`src/rtl/fadd_arbiter.sv`:
```
// fadd_arbiter: round-robin sharing of one pipelined fadd among N requesters.
// Define FADD_ARB_SUB_EN to add the per-requester req_sub (x1 - x2) port.
module fadd_arbiter #(
  parameter  int N     = 4,
  parameter  int LAT   = 2,
  parameter  int DEPTH = 4,
  localparam int IDW   = $clog2(N)
) (
  input  logic              clk,
  input  logic              rstn,
  input  logic [N-1:0]      req_valid,
  output logic [N-1:0]      req_ready,
  input  logic [32*N-1:0]   req_x1,
  input  logic [32*N-1:0]   req_x2,
`ifdef FADD_ARB_SUB_EN
  input  logic [N-1:0]      req_sub,
`endif
  output logic [31:0]       fa_x1,
  output logic [31:0]       fa_x2,
  input  logic [31:0]       fa_y,
  input  logic              fa_ovf,
  output logic              resp_valid,
  input  logic              resp_ready,
  output logic [31:0]       resp_y,
  output logic              resp_ovf,
  output logic [IDW-1:0]    resp_id
);

  localparam int AW = $clog2(DEPTH);
  localparam int CW = AW + 1;
  localparam int UW = CW + 1;

  logic [IDW-1:0] rr;
  logic [IDW-1:0] win;
  logic [IDW:0]   idx;
  logic           found;
  logic           credit;
  logic           issue;

  logic [LAT-1:0] tag_v;
  logic [IDW-1:0] tag_id [LAT];
  logic [UW-1:0]  in_flight;
  logic [UW-1:0]  used;

  logic [31:0]    mem_y   [DEPTH];
  logic           mem_ovf [DEPTH];
  logic [IDW-1:0] mem_id  [DEPTH];
  logic [AW-1:0]  wr;
  logic [AW-1:0]  rd;
  logic [CW-1:0]  count;
  logic           push;
  logic           pop;

  // first valid requester at or after rr, modulo N
  always_comb begin
    win   = rr;
    found = 1'b0;
    idx   = '0;
    for (int k = 0; k < N; k++) begin
      idx = {1'b0, rr} + (IDW+1)'(k);
      if (idx >= (IDW+1)'(N))
        idx = idx - (IDW+1)'(N);
      if (!found && req_valid[idx[IDW-1:0]]) begin
        found = 1'b1;
        win   = idx[IDW-1:0];
      end
    end
  end

  always_comb begin
    in_flight = '0;
    for (int i = 0; i < LAT; i++)
      in_flight = in_flight + UW'(tag_v[i]);
  end

  assign used      = UW'(count) + in_flight;
  assign credit    = used < UW'(DEPTH);
  assign issue     = found && credit && rstn;
  assign req_ready = issue ? (N'(1) << win) : '0;

  always_comb begin
    fa_x1 = '0;
    fa_x2 = '0;
    if (issue) begin
      fa_x1 = req_x1[{win, 5'b0} +: 32];
      fa_x2 = req_x2[{win, 5'b0} +: 32];
`ifdef FADD_ARB_SUB_EN
      fa_x2[31] = fa_x2[31] ^ req_sub[win];
`endif
    end
  end

  always_ff @(posedge clk or negedge rstn) begin
    if (!rstn)
      rr <= '0;
    else if (issue)
      rr <= (win == IDW'(N-1)) ? '0 : win + 1'b1;
  end

  // tags ride alongside the non-stallable adder pipe
  always_ff @(posedge clk or negedge rstn) begin
    if (!rstn) begin
      tag_v <= '0;
      for (int i = 0; i < LAT; i++)
        tag_id[i] <= '0;
    end else begin
      tag_v[0]  <= issue;
      tag_id[0] <= win;
      for (int i = 1; i < LAT; i++) begin
        tag_v[i]  <= tag_v[i-1];
        tag_id[i] <= tag_id[i-1];
      end
    end
  end

  assign push       = tag_v[LAT-1];
  assign resp_valid = count != '0;
  assign pop        = resp_valid && resp_ready;

  always_ff @(posedge clk or negedge rstn) begin
    if (!rstn) begin
      wr    <= '0;
      rd    <= '0;
      count <= '0;
      for (int i = 0; i < DEPTH; i++) begin
        mem_y[i]   <= '0;
        mem_ovf[i] <= 1'b0;
        mem_id[i]  <= '0;
      end
    end else begin
      if (push) begin
        mem_y[wr]   <= fa_y;
        mem_ovf[wr] <= fa_ovf;
        mem_id[wr]  <= tag_id[LAT-1];
        wr          <= wr + 1'b1;
      end
      if (pop)
        rd <= rd + 1'b1;
      unique case ({push, pop})
        2'b10:   count <= count + 1'b1;
        2'b01:   count <= count - 1'b1;
        default: count <= count;
      endcase
    end
  end

  assign resp_y   = mem_y[rd];
  assign resp_ovf = mem_ovf[rd];
  assign resp_id  = mem_id[rd];

endmodule
```
`config.mk`:
```
export PLATFORM = sky130hd
export DESIGN_NAME = fadd_arbiter
export DESIGN_NICKNAME = d
export VERILOG_FILES = /design/src/rtl/fadd_arbiter.sv
export SDC_FILE = /design/constraint.sdc
export NUM_CORES = 1
export LEC_CHECK = 0
export CAP_MARGIN = 40
export CORE_AREA = 2 2 155 157
export CTS_CLUSTER_SIZE = 24
export DETAILED_ROUTE_END_ITERATION = 12
export DIE_AREA = 0 0 157 159
export PLACE_DENSITY = 0.77
export SKIP_CTS_REPAIR_TIMING = 1
export SYNTH_ARGS = -nofsm -noshare
export SYNTH_HDL_FRONTEND = slang
export SYNTH_SLANG_ARGS = --single-unit
```
`constraint.sdc`:
```
create_clock -name clk -period 4.8 [get_ports clk]
set_clock_uncertainty 0.1 [all_clocks]
set_input_delay 0.96 -clock clk [delete_from_list [all_inputs] [get_ports clk]]
set_output_delay 0.96 -clock clk [all_outputs]
set_load 0.01 [all_outputs]
```
==> summary.md, run 1 <==
| Metric | Value |
|---|---|
| DR WL/cell | `24.9 µm` |
| # H-tree levels | `4` |
| Setup TNS | `0 ps` |
| Synth Area in Adders | `0.0169` |
| Initial antenna violation count | `3` |
| Core area | `0.0232 mm²` |
| Row cnt | `56` |
| Global-route wire length before repair | `48800 µm` |
| FF+latch count, synth | `155` |
| Largest family of logic cells by synthesized area | `multiplexers` |
| CTS tree | `done` |
| Share of layout cells above drive strength 1 | `0.233` |
| 1st-iter DRT viols | `382` |
| DRC | `0` |
| Top delay family on crit path | `buffers and inverters` |
| Final Setup Violations | `0` |
| Fill cells | `1909` |
| Crit path DAT | `3500 ps` |
| Post-synthesis xor/xnor area fraction | `0.00611` |
| CTS buffer count | `17` |
| CTS sink cnt | `155` |
| Worst Path Max Fanout | `64` |
| WP data required | `3740 ps` |
| Total track usage | `0.270` |
| Mapped cell area | `0.00861 mm²` |
| Worst skew pair latency | `420 ps` |
| CTS root buffer | `clkbuf_16` |
| RSZ-0062 raised after global routing | `no` |
| Final slew viol count | `0` |
| Hold Crit Class | `reg -> reg` |
| Max IR drop VDD | `444 µV` |
| Nets | `1328` |
| Most frequent cell on the critical path | `clkdlybuf4s50_1` |
| P&R area growth vs syn | `58.8%` |
| Slowest stage delay, CP | `670 ps` |
| Fin crit share | `0.951` |
| Worst-margin pin slew | `841 ps` |
| Cell depth of the worst setup path | `7` |
| WP buf/inv | `3` |
| CTS max path bufs | `2` |
| Via/cell ratio | `5.22` |
| Port Buf Inserts | `399` |
| Hpwl dp | `26600 µm` |
| Chip height | `159 µm` |
| Die Width | `157 µm` |
| Pin count of the biggest net entering global routing | `156` |
| Routed WL | `33700 µm` |
| Clk pin slew, worst setup/hold paths | `60 ps` |
| Crit path capture type | `output pin` |
| ANT nets after route | `0` |
| Die area | `0.0250 mm²` |
| Worst setup SP type | `input port` |
| Crit-path slowest cell | `nor4_1` |
| Total gr overflow | `0` |
| Place WS | `259 ps` |
| Io pins | `400` |
| Routability cong. | `0.921` |
| Fin crit period | `4560 ps` |
| Final Hold Violating Endpoints | `0` |
| Distinct cell type count after synthesis | `28` |
| Max Cap Viol | `0` |
| Synth Area in Simple Gates | `0.0169` |
| Max_slew headroom | `0.439` |
| Syn nets | `943` |
| Syn_area_per_cell | `13.5 µm²` |
| Reg area | `0.00388 mm²` |
| Register area share after synthesis | `0.451` |
| PD cells | `586 mW/mm²` |
| Hold Path Depth | `0` |
| Syn Inst Count | `636` |
| Multiplexer area fraction after synthesis | `0.424` |
| Starting Density | `0.371` |
| Synth warn | `0` |
| Footprint of the multi-input gates | `0.00449 mm²` |
| Post-layout util | `0.590` |
| Cell Chain, Critical Path | `clkdlybuf4s50_1 > nor4_1 > nor4b_4 > nand2_2 > buf_12 > o22ai_1 > clkdlybuf4s50_1` |
| Vias in the first global route | `7549` |
| Fmax | `219 MHz` |
| R2R cell count | `6` |
| Compound-Gate Fraction of Synth Area | `0.0555` |
| Setup slack after layout | `236 ps` |
| Final hold slack | `247 ps` |
| Leak | `5.65 nW` |
| Status | `finished, final reports clean` |
| DR pass1 iterations | `4` |
| Via count | `7056` |
| Kind of critical path | `in -> out` |
## where the power goes
| group | internal [mW] | switching, mW | total, mW |
|---|---|---|---|
| combinational | 2.54 | 1.73 | 4.27 |
| sequential | 1.98 | 0.393 | 2.37 |
| clock | 0.857 | 0.515 | 1.37 |
| total | 5.37 | 2.64 | 8.01 |
## flip-flops by register name, indices dropped and copies added (netlist names)
| name | count |
|---|---|
| count | 3 |
| mem_id | 8 |
| mem_ovf | 4 |
| mem_y | 128 |
| rd | 2 |
| rr | 2 |
| tag_id | 4 |
| tag_v | 2 |
| wr | 2 |
## final timing paths
kind / startpoint / endpoint / slack, ps
worst max register to register: count[0] / count[1] / 2630
max in group asynchronous: rstn / rd[0] / 3360
worst min-delay path: tag_id[3] / tag_id[1] / 250
min in group asynchronous: rstn / mem_y[73] / 570
worst max-delay path: req_valid[0] / fa_x2[23] / 240
worst min register to register: tag_id[3] / tag_id[1] / 250
## worst reg2reg max path, stage by stage (launching register included)
cell     delay (ps)
dfrtp_1         420
or3_1           420
and2_1          240
ha_1            230
inv_1            80
fa_1            400
o21ai_0         190
## metrics by stage
step	total power [mW]	area, µm²	instances
finish	8.01	13700	1353
global route	8.46	13700	1353
CTS	8.08	13700	1351
detailed placement	6.68	13100	1321
global placement	6.57	13000	1317
floorplan	4.75	8610	636
## layout by cell type (no fill, tap or decap), drive strengths merged, types with 3 or more instances in the layout
cell           instances
a21oi                  4
clkinvlp               3
o21ai                  7
xor2                   4
mux2                 140
mux4                  35
buf                   24
and2                   5
bufinv                 3
inv                   11
ha                    10
nor2                   3
clkdlybuf4s50        390
clkbuf                21
dfrtp                155
o22ai                 64
mux2i                128
nand2                 12
## cell usage after synthesis (all sizes together)
cell type  number  area (µm²)
o21ai           7        35.0
o22ai          64         400
fa              1        20.0
a21oi           4        23.8
clkbuf         18        67.6
nor4b           1        23.8
mux2          140        1580
ha             10         125
o221a           1        11.3
mux2i         128        1280
inv            10        37.5
dfrtp         155        3880
nand2          12        47.6
or2             1        6.26
mux4           35         788
and2            5        31.3
xor2            4        35.0
nor2b           2        12.5
a21o            1        7.51
nor2            3        11.3
buf            30         156
or3             1        6.26
xnor2           2        17.5
nor4            1        6.26
## logic make-up (layout without fill, tap and decap cells)
| kind of cell | after synthesis | after routing |
|---|---|---|
| flip-flops | 155 | 155 |
| adder cells (fa/ha/maj) | 11 | 11 |
| multiplexers | 303 | 303 |
| buffers and inverters | 58 | 454 |
| XOR/XNOR | 6 | 6 |
| AO/OA/AOI/OAI | 77 | 77 |
| AND/OR/NAND/NOR | 26 | 26 |
| other | 0 | 2 |
## metal layers
metal | vias to the layer above | share of wire | track usage
met3 | 43 | 0.063 | 0.0610
met1 | 3535 | 0.41 | 0.343
met4 | 0 | 0.021 | 0.0813
met5 | - | 0 | 0
li1 | 3200 | - | -
met2 | 278 | 0.50 | 0.458
## final cells by class
class                   count  area share
multi-input cells         423       0.328
repair buffers            414       0.311
flip-flops and latches    155       0.284
clock buffers              21      0.0344
well taps                 319      0.0292
clock inverters             9      0.0102
inverters                  10     0.00275
diodes                      2    0.000366
(Power assumes the default switching activity.)
==> run 2, diff against run 1 <==
Settings changed: GPL_ROUTABILITY_DRIVEN set to 0, REMOVE_ABC_BUFFERS set to 1.
==> run 2 against run 1 <==
Net effect:
- core utilization grew 0.070 points
- critical path depth increased by 1
- die area did not move
- highest routed layer is now met5
- global-route usage grew 0.71 points
- design area increased by 0.12%
- first-iteration DRC count up 18%
- non-clock buffer count is 7 higher
- wire length is 2.7% higher
- count of clock-buffer cells in the layout shrank 4
- fmax down 1.0%
- critical endpoint is now fa_x1[27]
- flip-flop and latch count did not move
- clock power barely moved
==> summary.md, run 2 (synthesis gave the netlist of run 1 again) <==
| Metric | Value |
|---|---|
| DRC | `0 (unchanged)` |
| RSZ-0062 raised after global routing | `no` |
| Max_slew headroom | `0.436 (-0.00335)` |
| # H-tree levels | `4 (unchanged)` |
| 1st-iter DRT viols | `452 (+18%)` |
| Worst-margin pin slew | `846 ps (+5.03 ps)` |
| Largest register FFs | `128 (unchanged)` |
| Crit path capture type | `output pin` |
| Total Power | `7.98 mW (-0.36%)` |
| Hold Path Depth | `0 (unchanged)` |
| Final hold slack | `247 ps (+0.563 ps)` |
| DR pass1 iterations | `5 (+1)` |
| WHS Endpoint | `tag_id[1]` |
| ANT nets after route | `0 (unchanged)` |
| Port Buf Inserts | `399 (unchanged)` |
| PD cells | `583 mW/mm² (-0.48%)` |
| Max IR drop VDD | `406 µV (-8.5%)` |
| Via/cell ratio | `5.27 (+1.1%)` |
| Clk pin slew, worst setup/hold paths | `60 ps (about the same)` |
| WP data required | `3740 ps (about the same)` |
| Reg area | `0.00388 mm² (about the same)` |
| Via count | `7178 (+1.7%)` |
| Global-route wire length before repair | `49400 µm (+1.2%)` |
| Fmax | `217 MHz (-1.0%)` |
| Max Cap Viol | `0 (unchanged)` |
| Chip height | `159 µm (unchanged)` |
| CTS tree | `done` |
| Fill cells | `1911 (+0.10%)` |
| P&R area growth vs syn | `59.0%` |
| Final slew viol count | `0 (unchanged)` |
| Io pins | `400 (unchanged)` |
| Leak | `5.66 nW (+0.21%)` |
| Row cnt | `56 (unchanged)` |
| R2R Setup Slk | `2730 ps (+100 ps)` |
| Nets | `1335 (+0.53%)` |
| CTS root buffer | `clkbuf_16` |
| Footprint of the multi-input gates | `0.00449 mm² (unchanged)` |
| Worst Hold Launch | `tag_id[3]` |
| Hpwl dp | `27300 µm (+2.6%)` |
| Kind of critical path | `in -> out` |
| Pin count of the biggest net entering global routing | `69 (-56%)` |
| CTS buffer count | `17 (unchanged)` |
| Most frequent cells in the layout | `clkdlybuf4s50_1 (394), dfrtp_1 (153), mux2_2 (140)` |
| Starting Density | `0.371 (unchanged)` |
| R2R cell count | `6 (unchanged)` |
| Status | `finished, final reports clean` |
| Share of layout cells above drive strength 1 | `0.237 (+0.00398)` |
| Initial antenna violation count | `14 (+11)` |
| Final Hold Violating Endpoints | `0 (unchanged)` |
| Reg-to-reg startpoint | `count[0]` |
| CTS sink cnt | `155 (unchanged)` |
| Crit path DAT | `3550 ps (+50 ps)` |
| Total track usage | `0.277 (+0.00706)` |
| Top flop regs | `mem_y (128), mem_id (8)` |
| Fin crit share | `0.961 (+0.00984)` |
| Core area | `0.0232 mm² (unchanged)` |
| Final Setup Violations | `0 (unchanged)` |
| Fin crit period | `4610 ps (+47.2 ps)` |
| Routed WL | `34600 µm (+2.7%)` |
| Vias in the first global route | `7480 (-0.91%)` |
| Total gr overflow | `0 (unchanged)` |
| CTS max path bufs | `2 (unchanged)` |
| Worst setup SP type | `input port` |
| Die area | `0.0250 mm² (unchanged)` |
| Worst Path Max Fanout | `68 (+6.3%)` |
| Commonest non-fill, non-tap cell in the layout | `clkdlybuf4s50_1` |
| Die Width | `157 µm (unchanged)` |
| Worst skew pair latency | `420 ps (about the same)` |
| FF-to-FF End | `count[1]` |
| Hold Crit Class | `reg -> reg` |
| DR WL/cell | `25.4 µm (+2.0%)` |
| Register with the most flip-flops | `mem_y` |
[run 2: changes by cell type in the layout (fill, tap and decap cells not counted), sizes merged]
cell           previous run  this run
inv                      11        13
clkinv                    2         5
buf                      24        27
diode                     2         3
clkdlybuf4s50           390       394
clkbuf                   21        17
[run 2: worst max-delay path by stage]
| stage | from | end | depth (start not counted) |
|---|---|---|---|
| after floorplan | req_valid[0] | req_ready[0] | 5 |
| after global placement | req_valid[2] | fa_x2[28] | 8 |
| after detailed placement | req_valid[2] | fa_x2[9] | 9 |
| after CTS | req_valid[2] | fa_x2[9] | 9 |
| after global routing | req_valid[2] | fa_x1[27] | 8 |
| final | req_valid[2] | fa_x1[27] | 8 |
[run 2: report_power, final]
group | switching [mW] | internal, mW | total [mW]
Sequential | 0.409 | 1.98 | 2.39
Combinational | 1.70 | 2.54 | 4.24
Clock | 0.533 | 0.817 | 1.35
Total | 2.64 | 5.34 | 7.98
[run 2: layout make-up]
cell class,instances,share of cell area
inverters,10,0.00274
well taps,319,0.0292
multi-input cells,423,0.328
clock inverters,14,0.0125
clock buffers,17,0.0311
diodes,3,0.000548
flip-flops and latches,155,0.284
repair buffers,421,0.312
[run 2: critical path, cell delays in order]
cell	delay (ps)
clkdlybuf4s50_1	510
nor2b_1	180
o21ai_0	140
o21ai_4	130
buf_12	410
mux2i_1	460
o22ai_1	140
clkdlybuf4s50_1	550
[run 2: metrics by stage]
step / std cells / TNS, ps / utilization / instance area [µm²] / worst slack [ps]
detailed placement: 1328 / 0 / 0.564 / 13100 / 220
floorplan: 588 / -455770 / - / 8380 / -6730
finish: 1362 / 0 / 0.590 / 13700 / 189
global placement: 1323 / 0 / 0.560 / 13000 / 232
CTS: 1359 / 0 / 0.590 / 13700 / 209
global route: 1360 / 0 / 0.590 / 13700 / 34.9
[run 2: per-layer routing]
layer / wire length [µm] / track usage
met5: 109 / 0
met4: 593 / 0.0663
met2: 15400 / 0.409
met3: 4560 / 0.150
met1: 13900 / 0.356
==> run 3, diff against run 2 <==
Settings changed: CTS_BUF_LIST set to sky130_fd_sc_hd__clkbuf_4 sky130_fd_sc_hd__clkbuf_8 sky130_fd_sc_hd__clkbuf_16, CTS_CLUSTER_DIAMETER set to 150.
==> results of run 3 <==
Same layout as run 2: the final DEF is identical, and so are final timing and power.
